$ cat src/rtl/xgmii32_to_axis.sv
// 32-bit XGMII receive framer: Start/preamble/SFD detect, FCS strip, CRC-32 check, AXIS push.
module xgmii32_to_axis #(
  parameter int unsigned MAX_FRAME_BYTES = 1518,
  parameter int unsigned MIN_FRAME_BYTES = 64
) (
  input  logic        clk_i,
  input  logic        rst_n_i,
  input  logic [31:0] xgmii_d_i,
  input  logic [3:0]  xgmii_c_i,
  input  logic        xgmii_valid_i,
  output logic [31:0] tdata_o,
  output logic [1:0]  tvldb_o,
  output logic        tvalid_o,
  output logic        tlast_o,
  output logic        tuser_o,
  output logic        rx_status_o,
  output logic        rx_rsp_valid_o
);

  localparam int unsigned CW = 16;
  localparam logic [31:0] START_WORD      = 32'h5555_55FB;
  localparam logic [31:0] PRE_WORD        = 32'hD555_5555;
  localparam logic [31:0] IDLE_WORD       = 32'h0707_0707;
  localparam logic [7:0]  TERM_B          = 8'hFD;
  localparam logic [7:0]  IDLE_B          = 8'h07;
  localparam logic [31:0] CRC802_3_PRESET = 32'hFFFF_FFFF;
  localparam logic [31:0] CRC_POLY_REFL   = 32'hEDB8_8320;
  // Register value after running the CRC over payload plus a correct FCS.
  localparam logic [31:0] CRC_RESIDUE     = 32'hDEBB_20E3;

  function automatic logic [31:0] crc1B(input logic [31:0] crc, input logic [7:0] data);
    logic [31:0] c;
    c = crc ^ {24'h0, data};
    for (int i = 0; i < 8; i++) c = c[0] ? ((c >> 1) ^ CRC_POLY_REFL) : (c >> 1);
    return c;
  endfunction

  function automatic logic [31:0] crc2B(input logic [31:0] crc, input logic [15:0] data);
    return crc1B(crc1B(crc, data[7:0]), data[15:8]);
  endfunction

  function automatic logic [31:0] crc3B(input logic [31:0] crc, input logic [23:0] data);
    return crc1B(crc2B(crc, data[15:0]), data[23:16]);
  endfunction

  function automatic logic [31:0] crc4B(input logic [31:0] crc, input logic [31:0] data);
    return crc2B(crc2B(crc, data[15:0]), data[31:16]);
  endfunction

  typedef enum logic [2:0] {IDLE, PRE, DATA, FLUSH, DROP} state_t;

  state_t        state, state_nx;
  logic [31:0]   d1, d1_nx, d2, d2_nx;
  logic [1:0]    occ, occ_nx;
  logic [31:0]   crc, crc_nx;
  logic [CW-1:0] cnt, cnt_nx;
  logic [1:0]    flush_vldb, flush_vldb_nx;
  logic          flush_bad, flush_bad_nx;
  logic [31:0]   tdata_nx;
  logic [1:0]    tvldb_nx;
  logic          tvalid_nx, tlast_nx, tuser_nx, status_nx, rsp_nx;

  logic          any_c, is_term, above_ok, has_t, ctrl_err, all_idle, over, frame_bad;
  logic [1:0]    fc;
  logic [2:0]    nbytes;
  logic [CW:0]   cnt_sum;
  logic [CW-1:0] cnt_add;
  logic [31:0]   crc_upd;

  // Decode the incoming word: terminate lane, control errors, byte count and CRC step.
  always_comb begin
    any_c = |xgmii_c_i;
    fc    = 2'd0;
    for (int i = 3; i >= 0; i--) if (xgmii_c_i[i]) fc = 2'(i);
    is_term  = any_c && (xgmii_d_i[{fc, 3'b000} +: 8] == TERM_B);
    above_ok = 1'b1;
    has_t    = 1'b0;
    for (int i = 0; i < 4; i++) begin
      if ((2'(i) > fc) && !(xgmii_c_i[i] && (xgmii_d_i[8*i +: 8] == IDLE_B))) above_ok = 1'b0;
      if (xgmii_c_i[i] && (xgmii_d_i[8*i +: 8] == TERM_B)) has_t = 1'b1;
    end
    ctrl_err = any_c && !(is_term && above_ok);
    all_idle = (xgmii_c_i == 4'hF) && (xgmii_d_i == IDLE_WORD);
    nbytes   = any_c ? {1'b0, fc} : 3'd4;
    cnt_sum  = {1'b0, cnt} + 17'(nbytes);
    cnt_add  = cnt_sum[CW] ? {CW{1'b1}} : cnt_sum[CW-1:0];
    over     = cnt_sum > 17'(MAX_FRAME_BYTES);
    case (nbytes)
      3'd1:    crc_upd = crc1B(crc, xgmii_d_i[7:0]);
      3'd2:    crc_upd = crc2B(crc, xgmii_d_i[15:0]);
      3'd3:    crc_upd = crc3B(crc, xgmii_d_i[23:0]);
      3'd4:    crc_upd = crc4B(crc, xgmii_d_i);
      default: crc_upd = crc;
    endcase
    frame_bad = (crc_upd != CRC_RESIDUE) || (cnt_add < 16'(MIN_FRAME_BYTES));
  end

  // Next-state and registered-output logic.
  always_comb begin
    state_nx      = state;
    d1_nx         = d1;
    d2_nx         = d2;
    occ_nx        = occ;
    crc_nx        = crc;
    cnt_nx        = cnt;
    flush_vldb_nx = flush_vldb;
    flush_bad_nx  = flush_bad;
    tdata_nx      = tdata_o;
    tvldb_nx      = 2'd0;
    tvalid_nx     = 1'b0;
    tlast_nx      = 1'b0;
    tuser_nx      = 1'b0;
    status_nx     = 1'b0;
    rsp_nx        = 1'b0;
    case (state)
      IDLE: begin
        if (xgmii_valid_i && (xgmii_c_i == 4'b0001) && (xgmii_d_i == START_WORD)) state_nx = PRE;
      end
      PRE: begin
        if (xgmii_valid_i) begin
          if ((xgmii_c_i == 4'b0000) && (xgmii_d_i == PRE_WORD)) begin
            state_nx = DATA;
            occ_nx   = 2'd0;
            crc_nx   = CRC802_3_PRESET;
            cnt_nx   = '0;
          end else begin
            state_nx = IDLE;
          end
        end
      end
      DATA: begin
        if (xgmii_valid_i) begin
          if (ctrl_err || over) begin
            if (occ == 2'd2) begin
              tdata_nx  = d2;
              tvldb_nx  = 2'd3;
              tvalid_nx = 1'b1;
              tlast_nx  = 1'b1;
              tuser_nx  = 1'b1;
            end
            rsp_nx   = 1'b1;
            state_nx = DROP;
          end else if (is_term) begin
            cnt_nx = cnt_add;
            if (occ != 2'd2) begin
              rsp_nx   = 1'b1;
              state_nx = IDLE;
            end else begin
              tdata_nx  = d2;
              tvldb_nx  = 2'd3;
              tvalid_nx = 1'b1;
              if (fc == 2'd0) begin
                tlast_nx  = 1'b1;
                tuser_nx  = frame_bad;
                rsp_nx    = 1'b1;
                status_nx = !frame_bad;
                state_nx  = IDLE;
              end else begin
                flush_vldb_nx = fc - 2'd1;
                flush_bad_nx  = frame_bad;
                state_nx      = FLUSH;
              end
            end
          end else begin
            cnt_nx = cnt_add;
            crc_nx = crc_upd;
            d1_nx  = xgmii_d_i;
            d2_nx  = d1;
            if (occ == 2'd2) begin
              tdata_nx  = d2;
              tvldb_nx  = 2'd3;
              tvalid_nx = 1'b1;
            end else begin
              occ_nx = occ + 2'd1;
            end
          end
        end
      end
      FLUSH: begin
        tdata_nx  = d1;
        tvldb_nx  = flush_vldb;
        tvalid_nx = 1'b1;
        tlast_nx  = 1'b1;
        tuser_nx  = flush_bad;
        rsp_nx    = 1'b1;
        status_nx = !flush_bad;
        state_nx  = IDLE;
      end
      DROP: begin
        if (xgmii_valid_i && (has_t || all_idle)) state_nx = IDLE;
      end
      default: state_nx = IDLE;
    endcase
  end

  // State, delay line, CRC/counter and output registers.
  always_ff @(posedge clk_i or negedge rst_n_i) begin
    if (!rst_n_i) begin
      state          <= IDLE;
      d1             <= '0;
      d2             <= '0;
      occ            <= '0;
      crc            <= '0;
      cnt            <= '0;
      flush_vldb     <= '0;
      flush_bad      <= 1'b0;
      tdata_o        <= '0;
      tvldb_o        <= '0;
      tvalid_o       <= 1'b0;
      tlast_o        <= 1'b0;
      tuser_o        <= 1'b0;
      rx_status_o    <= 1'b0;
      rx_rsp_valid_o <= 1'b0;
    end else begin
      state          <= state_nx;
      d1             <= d1_nx;
      d2             <= d2_nx;
      occ            <= occ_nx;
      crc            <= crc_nx;
      cnt            <= cnt_nx;
      flush_vldb     <= flush_vldb_nx;
      flush_bad      <= flush_bad_nx;
      tdata_o        <= tdata_nx;
      tvldb_o        <= tvldb_nx;
      tvalid_o       <= tvalid_nx;
      tlast_o        <= tlast_nx;
      tuser_o        <= tuser_nx;
      rx_status_o    <= status_nx;
      rx_rsp_valid_o <= rsp_nx;
    end
  end

endmodule

$ cat config.mk
export PLATFORM = sky130hd
export DESIGN_NAME = xgmii32_to_axis
export DESIGN_NICKNAME = d
export VERILOG_FILES = /design/src/rtl/xgmii32_to_axis.sv
export SDC_FILE = /design/constraint.sdc
export NUM_CORES = 1
export LEC_CHECK = 0
export ABC_AREA = 1
export BUFFER_PORTS_ARGS = -buffer_cell sky130_fd_sc_hd__buf_4
export CAP_MARGIN = 10
export CORE_UTILIZATION = 40
export DETAILED_ROUTE_END_ITERATION = 16
export SLEW_MARGIN = 15
export SYNTH_ARGS = -nofsm -noshare
export SYNTH_HDL_FRONTEND = slang
export SYNTH_SLANG_ARGS = --single-unit
$ cat constraint.sdc
create_clock -name clk_i -period 4.3 [get_ports clk_i]
set_input_delay 0.86 -clock clk_i [delete_from_list [all_inputs] [get_ports clk_i]]
set_output_delay 0.86 -clock clk_i [all_outputs]
set_load 0.01 [all_outputs]
# == Word-level counts from Yosys, hierarchy flattened ==
# Cells that the tools add are included.
# op_classes
eq_ne,35
n_bitwise,40
add_sub_neg,3
magnitude_cmp,6
reduce_logical,43
muxes,116
n_shift,1
# op_table
op,n
32-bit 2-to-1 mux,42
13-bit NOT with 14-bit output,32
32-bit one-hot mux with 2 select lines,2
32-bit one-hot mux with 4 select lines,1
32-bit by 8-bit XOR with 32-bit output,4
16-bit 2-to-1 mux,5
8-bit == test (second input constant),5
2-bit 2-to-1 mux,18
32-bit by 27-bit == test with 1-bit output (second input constant),1
32-bit by 31-bit == test with 1-bit output (second input constant),1
32-bit == test (second input constant),1
8-bit by 3-bit == test with 1-bit output (second input constant),4
1-bit 2-to-1 mux,32
32-bit != test (second input constant),1
16-bit one-hot mux with 2 select lines,1
32-bit by 6-bit indexed part select with 8-bit output,1
3-bit 2-to-1 mux,7
1-bit logical AND,20
2-bit != test (second input constant),9
16-bit by 3-bit adder with 17-bit output,1
17-bit by 11-bit greater-than comparator with 1-bit output (second input constant),1
16-bit by 7-bit < comparator with 1-bit output (second input constant),1
3-bit by 2-bit == test with 1-bit output (second input constant),4
3-bit one-hot mux with 4 select lines,1
other kinds (26),49
# word_totals
wordCells,259
out_inout_bits,39
regBits,159
inputBits,39

# == Longest topological paths before layout ==
# Gate-level depths: netlist (run 1).
# logic_depth
ltp_word,78
ltp_mapped,39
ltp_nobuf,38

# == Worst setup path after synthesis (run 1) ==
# OpenSTA, ideal clock, no wires.
# synth_timing
path_kind,input to register
start,input port xgmii_c_i[0]
end,register crc[19]
n_path_buf,3
t_arrival_ps,4633
setup_ps,121
setup_slack_ps,-455
path_stages,25
path_cell_list,clkbuf_1 clkbuf_1 buf_1 a21oi_1 ha_1 fa_1 a21oi_1 nor2_1 nand3_1 nor2_1 inv_1 nor3_1 inv_1 nor2_1 xor2_1 a2111o_1 nor2_2 inv_1 o21ai_1 nand2_2 nor2_2 inv_1 nor2_4 inv_2 o22a_1
# synth_via
elab_chain_cells,13
elab_cells_between_ends,41
cone_classes,add/sub (1); order compare (5); eq/ne (8); shift (1); mux (11); reduce/logical (15)
# synth_lines
element,line_no,source
from (decl),9,"input logic [3:0] xgmii_c_i,"
"parallel branches: the longest is 13 deep, another holds 16-bit by 3-bit adder with 17-bit output",n/a,
to (signal assigned),219,crc <= crc_nx;
to (decl),55,"logic [31:0] crc, crc_nx;"
# Several ways; the timed one is not identified. The select of a mux whose other input is x is not followed.
# A chain may end at the register's enable or synchronous reset.

# == Final worst setup path (run 1) ==
# layout_timing
start,input port xgmii_d_i[0]
end,register rx_status_o
# layout_via
elab_chain_cells,59
elab_cells_between_ends,92
cone_classes,eq/ne (3); shift (1); mux (43); bitwise (35); reduce/logical (10)
# layout_lines
element,line_no,source
from (decl),8,"input logic [31:0] xgmii_d_i,"
32-bit by 8-bit XOR with 32-bit output,33,"c = crc ^ {24'h0, data};"
32-bit 2-to-1 mux,34,for (int i = 0; i < 8; i++) c = c[0] ? ((c >> 1) ^ CRC_POLY_REFL) : (c >> 1);
13-bit NOT with 14-bit output (no source line),n/a,
32-bit 2-to-1 mux,34,
13-bit NOT with 14-bit output (no source line),n/a,
32-bit 2-to-1 mux (2 in series),34,
13-bit NOT with 14-bit output (no source line),n/a,
32-bit 2-to-1 mux,34,
[43 not listed],n/a,
1-bit logical NOT,156,status_nx = !frame_bad;
1-bit 2-to-1 mux,152,if (fc == 2'd0) begin
1-bit 2-to-1 mux,145,if (occ != 2'd2) begin
1-bit 2-to-1 mux,143,end else if (is_term) begin
1-bit 2-to-1 mux (*),133,if (ctrl_err || over) begin
1-bit 2-to-1 mux (*),132,if (xgmii_valid_i) begin
1-bit one-hot mux with 2 select lines (*),115,case (state)
named net status_nx,61,"logic tvalid_nx, tlast_nx, tuser_nx, status_nx, rsp_nx;"
to (signal assigned),228,rx_status_o <= status_nx;
to (decl),16,"output logic rx_status_o,"
# The timed path passes the listed nets; every way through them passes the cells marked *.

==> impl_summary.log, run 1 <==
INFO  metric ys_seq_elements = 159
INFO  metric grt_pass1_wl = 103000 um
INFO  metric worst_skew_pair.late_latency = 0.48 ns
INFO  metric worstPathMaxFanout = 7
INFO  metric routabilityCongestion = 1.041
INFO  metric synth_edf_count = 0
INFO  metric layout_min_cycle_time = 4.418 ns
INFO  metric syn-mean-instance-area = 6.382 sq um
INFO  metric htreeDepth = 4
INFO  metric drt_iter0_markers = 1726
INFO  metric gr-max-usage-layer = met2
INFO  metric worst-endpoint-arrival = 4.80 ns
INFO  metric tightestPinTransition = 1.014 ns
INFO  metric setup_violations_final = 2
INFO  metric globalRouteMet2Util = 59.21%
INFO  metric gr-usage-all-layers = 38.03%
INFO  metric yosys.area.top_type_share = 27.48%
INFO  metric drt.antenna.violating_nets = 0
INFO  metric grt_util_met1 = 48.95%
INFO  metric synth_area = 0.01448 sq mm
INFO  metric timing.slew.headroom = 32.35%
INFO  metric critical_path.max_stage_delay = 0.27 ns
INFO  metric synth_ff_type = dfrtp_1
INFO  metric yosysWarningCount = 0
INFO  metric slew_violations = 0
INFO  metric postSynthCellCount = 2269
INFO  metric rsz0062_at_grt = true
INFO  metric crit_type = input port to flip-flop
INFO  metric fmax = 0.2264 GHz
INFO  metric post_synth_top_area_cell = dfrtp_1
INFO  metric rows = 69
INFO  metric syn2layout_area_growth = 59.84%
INFO  metric overflow = 0
INFO  metric synth_async_sr_flop_share = 100.0%
INFO  metric grt_start_max_net_pins = 88
INFO  metric final_design_area_no_fill = 0.02315 sq mm
INFO  metric die_w = 192.3 um
INFO  metric cts_made_buffers = 17
INFO  metric die_y = 192.3 um
INFO  metric via_count_of_the_first_global_routing_pass = 17487
INFO  metric post-route-drc-count = 0
INFO  metric postRouteWirelength = 72030 um
INFO  metric floorplan.io_pins = 78
INFO  metric hold_violations = 0
INFO  metric worst_slack = -0.1178 ns
INFO  metric clock_tree.buffer_depth = 2
INFO  metric drtPass1Iterations = 6
INFO  metric fin_crit_sh = 102.7%
INFO  metric drt-vias-per-instance = 5.597
INFO  metric tritoncts = built
INFO  metric max_cap_violations = 0
INFO  metric ys_types = 57
INFO  metric numClockSinks = 159
INFO  metric clk_pin_slew = 0.07 ns
INFO  metric cp_startpoint_kind = input port
INFO  metric share_of_final_layout_standard_cells_stronger_than_drive_strength_1 = 46.30%
INFO  metric synth_top_cells_by_area = dfrtp_1 (27%), nand2_1 (22%), nand3_1 (10%)
INFO  metric synth.net_count = 2316
INFO  metric wire_per_inst = 21.67 um
INFO  metric power_density = 564.3 mW/mm^2
INFO  metric vdd.ir_drop.worst = 600.5 uV
INFO  metric clock_tree.root_cell = clkbuf_16
INFO  metric power.leakage = 11.93 nW
INFO  metric worstPathRequired = 4.68 ns
INFO  metric hpwlAfterDp = 55750 um
INFO  metric seq_area_frac_synth = 27.48%
INFO  metric min_path_type = input port to asynchronous set/reset pin
INFO  metric portBuffers = 77
INFO  metric detailedPlace.worstSlack = -1.113 ns
INFO  metric nNetsFinal = 2896
INFO  metric failed_checks = negative setup slack
INFO  metric critical_path.most_common_cell = nand2_1
INFO  metric grt_antenna_before_repair = 2
INFO  metric initial_utilization = 40.71%
INFO  metric fp.coreArea = 0.03557 sq mm
INFO  metric cp-end-kind = flip-flop
INFO  metric fin_worst_skew = 0.02441 ns
INFO  metric via_count = 18603
INFO  metric status = finished, violations left
INFO  metric globalRouteMet3Util = 7.874%
INFO  metric fp.dieArea = 0.03697 sq mm
INFO  metric crit_path_top_delay_cell = nand4_1
INFO  metric timing.setup.tns = -0.1998 ns
INFO  metric post_dp_cell_area = 0.01880 sq mm
## worst max-delay path: cells and delay by family
kind                   cells  cell delay, ns
and+or+nand+nor           26            3.15
AOI/OAI and AO/OA          1            0.06
buffers and inverters      6            0.72
## metal layers
layer  vias up  wire [um]
met1      8835      29250
met3       215       6212
met2       943      32330
met4         0       4229
li1       8610          -
met5         -          0
## repair_timing
action	4_1_cts	5_1_grt
resized for setup	291	415
hold buffers	0	0
endpoints found under the setup margin	20	99
cloned	0	0
buffers inserted	51	59
pin swaps	96	216
## cell families after synthesis
kind of cell               synth area share, %
DFF                                      27.48
buffers and inverters                    8.217
AOI/OAI and AO/OA                        11.15
muxes                                    2.488
adders and majority gates               0.7430
xor gates and xnor gates                 4.225
and+or+nand+nor                          45.70
## report_power, final
part / switching [W] / internal (W)
clock network: 0.000739 / 0.000847
logic: 0.00583 / 0.00406
registers: 0.0000332 / 0.00155
## stage by stage
step | power [W] | util, % | hold WS (ns) | std cells
final | 0.01306 | 65.08 | 0.4623 | 3324
after global routing | 0.01374 | 65.07 | 0.5215 | 3323
after floorplan | 0.005553 | - | 0.4488 | 2269
after detailed placement | 0.008972 | 52.86 | 0.4791 | 3182
after CTS | 0.01152 | 58.93 | 0.4909 | 3265
after global placement | 0.008959 | 52.86 | 0.4686 | 3182
## cells in the mapped netlist, drive strengths merged, types with 2 or more instances
library cell	number
nor4	16
o211ai	6
xor2	53
xnor3	2
xnor2	10
nand3b	7
o2111ai	6
dfrtp	159
clkbuf	36
o22ai	34
nand4	18
a221oi	3
o221ai	15
a31oi	8
ha	7
inv	228
mux2	32
buf	25
o21ai	92
nand2	954
nand3	324
o21bai	2
a22oi	22
nor2	117
nor3	11
o31ai	3
a21oi	65
## area by class of cell
cell class / instances / area, sq um
diodes: 1 / 2.502
clock buffers: 18 / 439.2
clock inverters: 14 / 168.9
fillers: 3243 / 12420
inverters: 229 / 902.1
multi-input cells: 1820 / 12000
flip-flops and latches: 159 / 3981
well taps: 461 / 576.8
repair buffers: 622 / 5076
## path summary, 6_finish.rpt
kind | from | end | slack, ns | depth (start not counted)
worst min-delay path | rst_n_i | tdata_o[10] | 0.46 | 1
min in group clk_i | flush_vldb[1] | flush_vldb[1] | 0.50 | 2
worst max-delay path | xgmii_d_i[0] | rx_status_o | -0.12 | 33
worst min register to register | flush_vldb[1] | flush_vldb[1] | 0.50 | 2
max in group asynchronous | rst_n_i | tvalid_o | 2.96 | 2
worst max register to register | crc[0] | rx_status_o | -0.11 | 32
## layout by cell type, fill, tap and decap left out, drive strengths merged, types with 7 or more instances in the layout
cell	synthesis	layout
nor3	11	11
clkbuf	36	18
o21ai	92	92
nand3b	7	7
ha	7	7
nor4	16	16
xor2	53	53
nand2	954	954
dfrtp	159	159
nor2	117	117
xnor2	10	10
a21oi	65	65
inv	228	236
a22oi	22	22
o221ai	15	15
a31oi	8	8
o22ai	34	34
buf	25	622
mux2	32	32
nand3	324	324
nand4	18	18
## flip-flops by register name (all words and copies together), names as in the netlist, 2 cells and up
register    count
crc            32
d1             32
d2             32
tdata_o        32
cnt            16
state           3
flush_vldb      2
tvldb_o         2
occ             2
Power figures use the tool's default switching activity.
==> run 2, diff against run 1 <==
--- a/config.mk
+++ b/config.mk
@@ -8,8 +8,9 @@
 export ABC_AREA = 1
 export BUFFER_PORTS_ARGS = -buffer_cell sky130_fd_sc_hd__buf_4
 export CAP_MARGIN = 10
-export CORE_UTILIZATION = 40
+export CORE_UTILIZATION = 63
 export DETAILED_ROUTE_END_ITERATION = 16
+export PLACE_DENSITY = 0.82
 export SLEW_MARGIN = 15
 export SYNTH_ARGS = -nofsm -noshare
 export SYNTH_HDL_FRONTEND = slang
==> impl_summary.log, run 2 <==
INFO  metric clock_tree.buffer_depth = 2
INFO  metric post_synth_top_cells = nand2_1 (834), nand3_1 (293), inv_1 (207), dfrtp_1 (159), nor2_1 (109)
INFO  metric yosys.area.top_type_share = 27.48%
INFO  metric status = did not finish
INFO  metric numClockSinks = 159
INFO  metric floorplan.io_pins = 78
INFO  metric clock_tree.root_cell = clkbuf_16
INFO  metric ys_seq_elements = 159
INFO  metric syn-mean-instance-area = 6.382 sq um
INFO  metric initial_utilization = 64.16%
INFO  metric gr-usage-all-layers = 93.18%
INFO  metric postSynthCellCount = 2269
INFO  metric post-synth-top-count-cell = nand2_1
INFO  metric cts_made_buffers = 17
INFO  metric seq_area_frac_synth = 27.48%
INFO  metric grt_worst_setup_endpoint = flush_bad$_DFFE_PN0P_/D
INFO  metric synth_top_family_by_area = simple AND/OR/NAND/NOR gates
INFO  metric synth_edf_count = 0
INFO  metric die_y = 153.6 um
INFO  metric post_synth_top_area_cell = dfrtp_1
INFO  metric compound_gate_portion_of_the_synthesized_area = 11.15%
INFO  metric hpwlAfterDp = 49050 um
INFO  metric die_w = 153.6 um
INFO  metric routabilityCongestion = 1.183
INFO  metric post_synth_xor_area_fraction = 4.225%
INFO  metric synth.net_count = 2316
INFO  metric overflow = 917
INFO  metric synth_area = 0.01448 sq mm
INFO  metric stop_stage = global routing (5_1_grt)
INFO  metric firstError = [ERROR GRT-0232] Routing congestion too high. Check the congestion heatmap in the GUI.
INFO  metric synth_top_cells_by_area = dfrtp_1 (27%), nand2_1 (22%), nand3_1 (10%)
INFO  metric portBuffers = 77
INFO  metric htreeDepth = 4
INFO  metric grt_start_max_net_pins = 93
INFO  metric rows = 55
INFO  metric worst_path_end_type = register data pin
INFO  metric yosysWarningCount = 0
INFO  metric cts_hold_buf = 0
INFO  metric synth_ff_type = dfrtp_1
INFO  metric yosys.area_share.adder = 0.7430%
INFO  metric yosys-mux-area-fraction = 2.488%
INFO  metric synth_async_sr_flop_share = 100.0%
INFO  metric ys_types = 57
INFO  metric yosys.area_share.simple = 45.70%
[run 2: cells by family after synthesis]
family          after synthesis
compound gates              267
fa+ha+maj                     8
mux                          32
flops                       159
xor+xnor                     65
simple gates               1448
buf+inv                     290
[run 2: repair_timing]
item	in CTS
gates resized for setup	23
pin swaps	5
setup buffers	3
setup endpoints to repair	4
[run 2: layer usage]
| layer | GRT overflow | track usage [%] |
|---|---|---|
| met1 | 14 | 89.70 |
| met2 | 669 | 112.4 |
| met5 | 0 | 44.10 |
| met4 | 221 | 101.1 |
| met3 | 13 | 75.45 |
[run 2: per-stage QoR]
stage / cell area [sq um] / setup WS, ns / hold slack, ns / cells
2_1_floorplan: 14590 / -0.003184 / 0.4488 / 2269
3_3_place_gp: 18170 / -0.5330 / 0.4604 / 2945
3_5_place_dp: 18170 / -0.6561 / 0.4628 / 2945
4_1_cts: 18920 / 0.0006852 / 0.4776 / 2980
==> run 3, diff against run 2 <==
--- a/config.mk
+++ b/config.mk
@@ -8,9 +8,9 @@
 export ABC_AREA = 1
 export BUFFER_PORTS_ARGS = -buffer_cell sky130_fd_sc_hd__buf_4
 export CAP_MARGIN = 10
-export CORE_UTILIZATION = 63
+export CORE_UTILIZATION = 40
 export DETAILED_ROUTE_END_ITERATION = 16
-export PLACE_DENSITY = 0.82
+export PLACE_DENSITY_LB_ADDON = 0.15
 export SLEW_MARGIN = 15
 export SYNTH_ARGS = -nofsm -noshare
 export SYNTH_HDL_FRONTEND = slang
==> impl_summary.log, run 3 (synthesized netlist as in run 1, its figures left out) <==
INFO  metric drtPass1Iterations = 8
INFO  metric fin_worst_skew = 0.02606 ns
INFO  metric gr-usage-all-layers = 38.66%
INFO  metric critical_path.max_stage_delay = 0.37 ns
INFO  metric fmax = 0.2288 GHz
INFO  metric portion_of_total_power_attributed_to_sequential_cells = 11.3%
INFO  metric fillCellCount = 3100
INFO  metric path_buf_inv = 8
INFO  metric tightestPinTransition = 1.064 ns
INFO  metric layout_min_cycle_time = 4.371 ns
INFO  metric cp_startpoint_kind = input port
INFO  metric vdd.ir_drop.worst = 685.8 uV
INFO  metric ff2ff_path_depth = 32
INFO  metric worst_skew_pair.late_latency = 0.46 ns
INFO  metric critical_path.most_common_cell = nand3_2
INFO  metric post_dp_cell_area = 0.01903 sq mm
INFO  metric nNetsFinal = 2932
INFO  metric worstPathRequired = 4.63 ns
INFO  metric netSwitchingPower = 0.007088 W
INFO  metric cts_hold_buf = 0
INFO  metric worst-endpoint-arrival = 4.70 ns
INFO  metric grt_antenna_before_repair = 0
INFO  metric syn2layout_area_growth = 67.67%
INFO  metric share_comb_of_total_power = 77.0%
INFO  metric clk_pin_slew = 0.07 ns
INFO  metric timing.slew.headroom = 29.00%
INFO  metric rsz0062_at_grt = true
INFO  metric cp-end-kind = flip-flop
INFO  metric most_common_cell_after_layout_fill_and_taps_aside = buf_4
INFO  metric overflow = 0
INFO  metric share_clk_of_total_power = 11.8%
INFO  metric hpwlAfterDp = 56880 um
INFO  metric htreeDepth = 4
INFO  metric initial_utilization = 40.71%
INFO  metric final_design_area_no_fill = 0.02428 sq mm
INFO  metric hold_violations = 0
INFO  metric drt_iter0_markers = 1646
INFO  metric setup_slack_reg_to_reg = -0.03 ns
INFO  metric wire_per_inst = 22.67 um
INFO  metric drt-vias-per-instance = 5.694
INFO  metric floorplan.io_pins = 78
INFO  metric numClockSinks = 159
INFO  metric critical-path-top-delay-family = simple AND/OR/NAND/NOR gates
INFO  metric fp.dieArea = 0.03697 sq mm
INFO  metric via_count_of_the_first_global_routing_pass = 17054
INFO  metric grt_pass1_wl = 103600 um
INFO  metric gr-max-usage-layer = met2
INFO  metric globalRouteMet3Util = 6.474%
INFO  metric clock_tree.buffer_depth = 2
INFO  metric post-layout-total-power = 0.01406 W
INFO  metric rows = 69
INFO  metric diodes = 0
INFO  metric die_y = 192.3 um
INFO  metric switching_share = 50.40%
INFO  metric tritoncts = built
INFO  metric fin_crit_sh = 101.6%
INFO  metric power.leakage = 12.35 nW
INFO  metric slew_violations = 0
INFO  metric min_path_type = input port to asynchronous set/reset pin
INFO  metric crit_type = input port to flip-flop
INFO  metric critical_path_depth = 32
INFO  metric cts_made_buffers = 17
INFO  metric drt.antenna.violating_nets = 0
INFO  metric clock_tree.root_cell = clkbuf_16
INFO  metric worstPathMaxFanout = 6
INFO  metric post-route-drc-count = 0
INFO  metric setup_violations_final = 2
INFO  metric share_of_final_layout_standard_cells_stronger_than_drive_strength_1 = 49.65%
INFO  metric crit_path_top_delay_cell = o21bai_1
INFO  metric internal_power = 0.006976 W
INFO  metric via_count = 19126
INFO  metric routabilityCongestion = 1.094
INFO  metric power_density = 579.2 mW/mm^2
INFO  metric portBuffers = 77
INFO  metric postRouteWirelength = 76160 um
INFO  metric globalRouteMet2Util = 62.52%
INFO  metric hold-worst-slack = 0.4928 ns
INFO  metric worst_slack = -0.07090 ns
INFO  metric status = finished, violations left
INFO  metric grt_util_met1 = 47.66%
INFO  metric die_w = 192.3 um
INFO  metric fp.coreArea = 0.03557 sq mm
INFO  metric max_cap_violations = 0
INFO  metric layout.cells.most_common_list = buf_4 (570), nand2_1 (521), nand2_2 (252), inv_1 (177), nand3_1 (170)
INFO  metric grt_start_max_net_pins = 87
INFO  metric failed_checks = negative setup slack
-- run 3: power by group through the flow --
stage          registers [W]  clock network, W  logic (W)
2_1_floorplan        0.00162                 0    0.00394
3_3_place_gp         0.00161                 0    0.00764
3_5_place_dp         0.00161                 0    0.00766
4_1_cts              0.00158           0.00167    0.00834
5_1_grt              0.00159           0.00173     0.0114
6_report             0.00158           0.00165     0.0108
-- run 3: worst reg2reg max path, delay by kind of cell, from the launching register on --
| kind | cells | cell delay (ns) |
|---|---|---|
| AOI/OAI and AO/OA | 2 | 0.43 |
| buffers and inverters | 7 | 0.88 |
| DFF | 1 | 0.47 |
| and+or+nand+nor | 23 | 2.42 |
-- run 3: worst paths after layout --
kind	from	to
max in group asynchronous	rst_n_i	crc[0]
setup reg to reg	crc[3]	rx_status_o
setup / recovery	xgmii_d_i[4]	rx_status_o
hold reg to reg	flush_vldb[0]	flush_vldb[0]
min in group clk_i	flush_vldb[0]	flush_vldb[0]
hold / removal	rst_n_i	tdata_o[3]
-- run 3: layout make-up --
type | instances | area (sq um) | area share [%]
sequential | 159 | 3984 | 16.41
inverter | 229 | 914.6 | 3.767
clock inverter | 15 | 215.2 | 0.8863
timing repair buffer | 658 | 5533 | 22.79
tap | 461 | 576.8 | 2.376
multi-input combinational | 1820 | 12630 | 52.03
clock buffer | 17 | 425.4 | 1.752
-- run 3: what timing repair did --
action                                  4_1_cts  5_1_grt
buffers inserted                             29       98
endpoints found under the setup margin       10       68
resized for setup                           199      670
cloned                                        0        2
pin swaps                                    58      278
-- run 3: layer usage --
layer / part of all wire [%] / wire, um
met4: 8.1 / 6152
met5: 0 / 0
met3: 7.9 / 5998
met2: 46 / 34870
met1: 38 / 29140
-- run 3: through the flow --
step	util, %	setup TNS (ns)	worst slack [ns]	cells
2_1_floorplan	-	-0.003184	-0.003184	2269
3_3_place_gp	53.51	-19.25	-1.030	3198
3_5_place_dp	53.51	-27.49	-1.015	3198
4_1_cts	58.12	0	0.001906	3259
5_1_grt	68.26	-0.4368	-0.1573	3359
6_report	68.26	-0.07850	-0.07090	3359
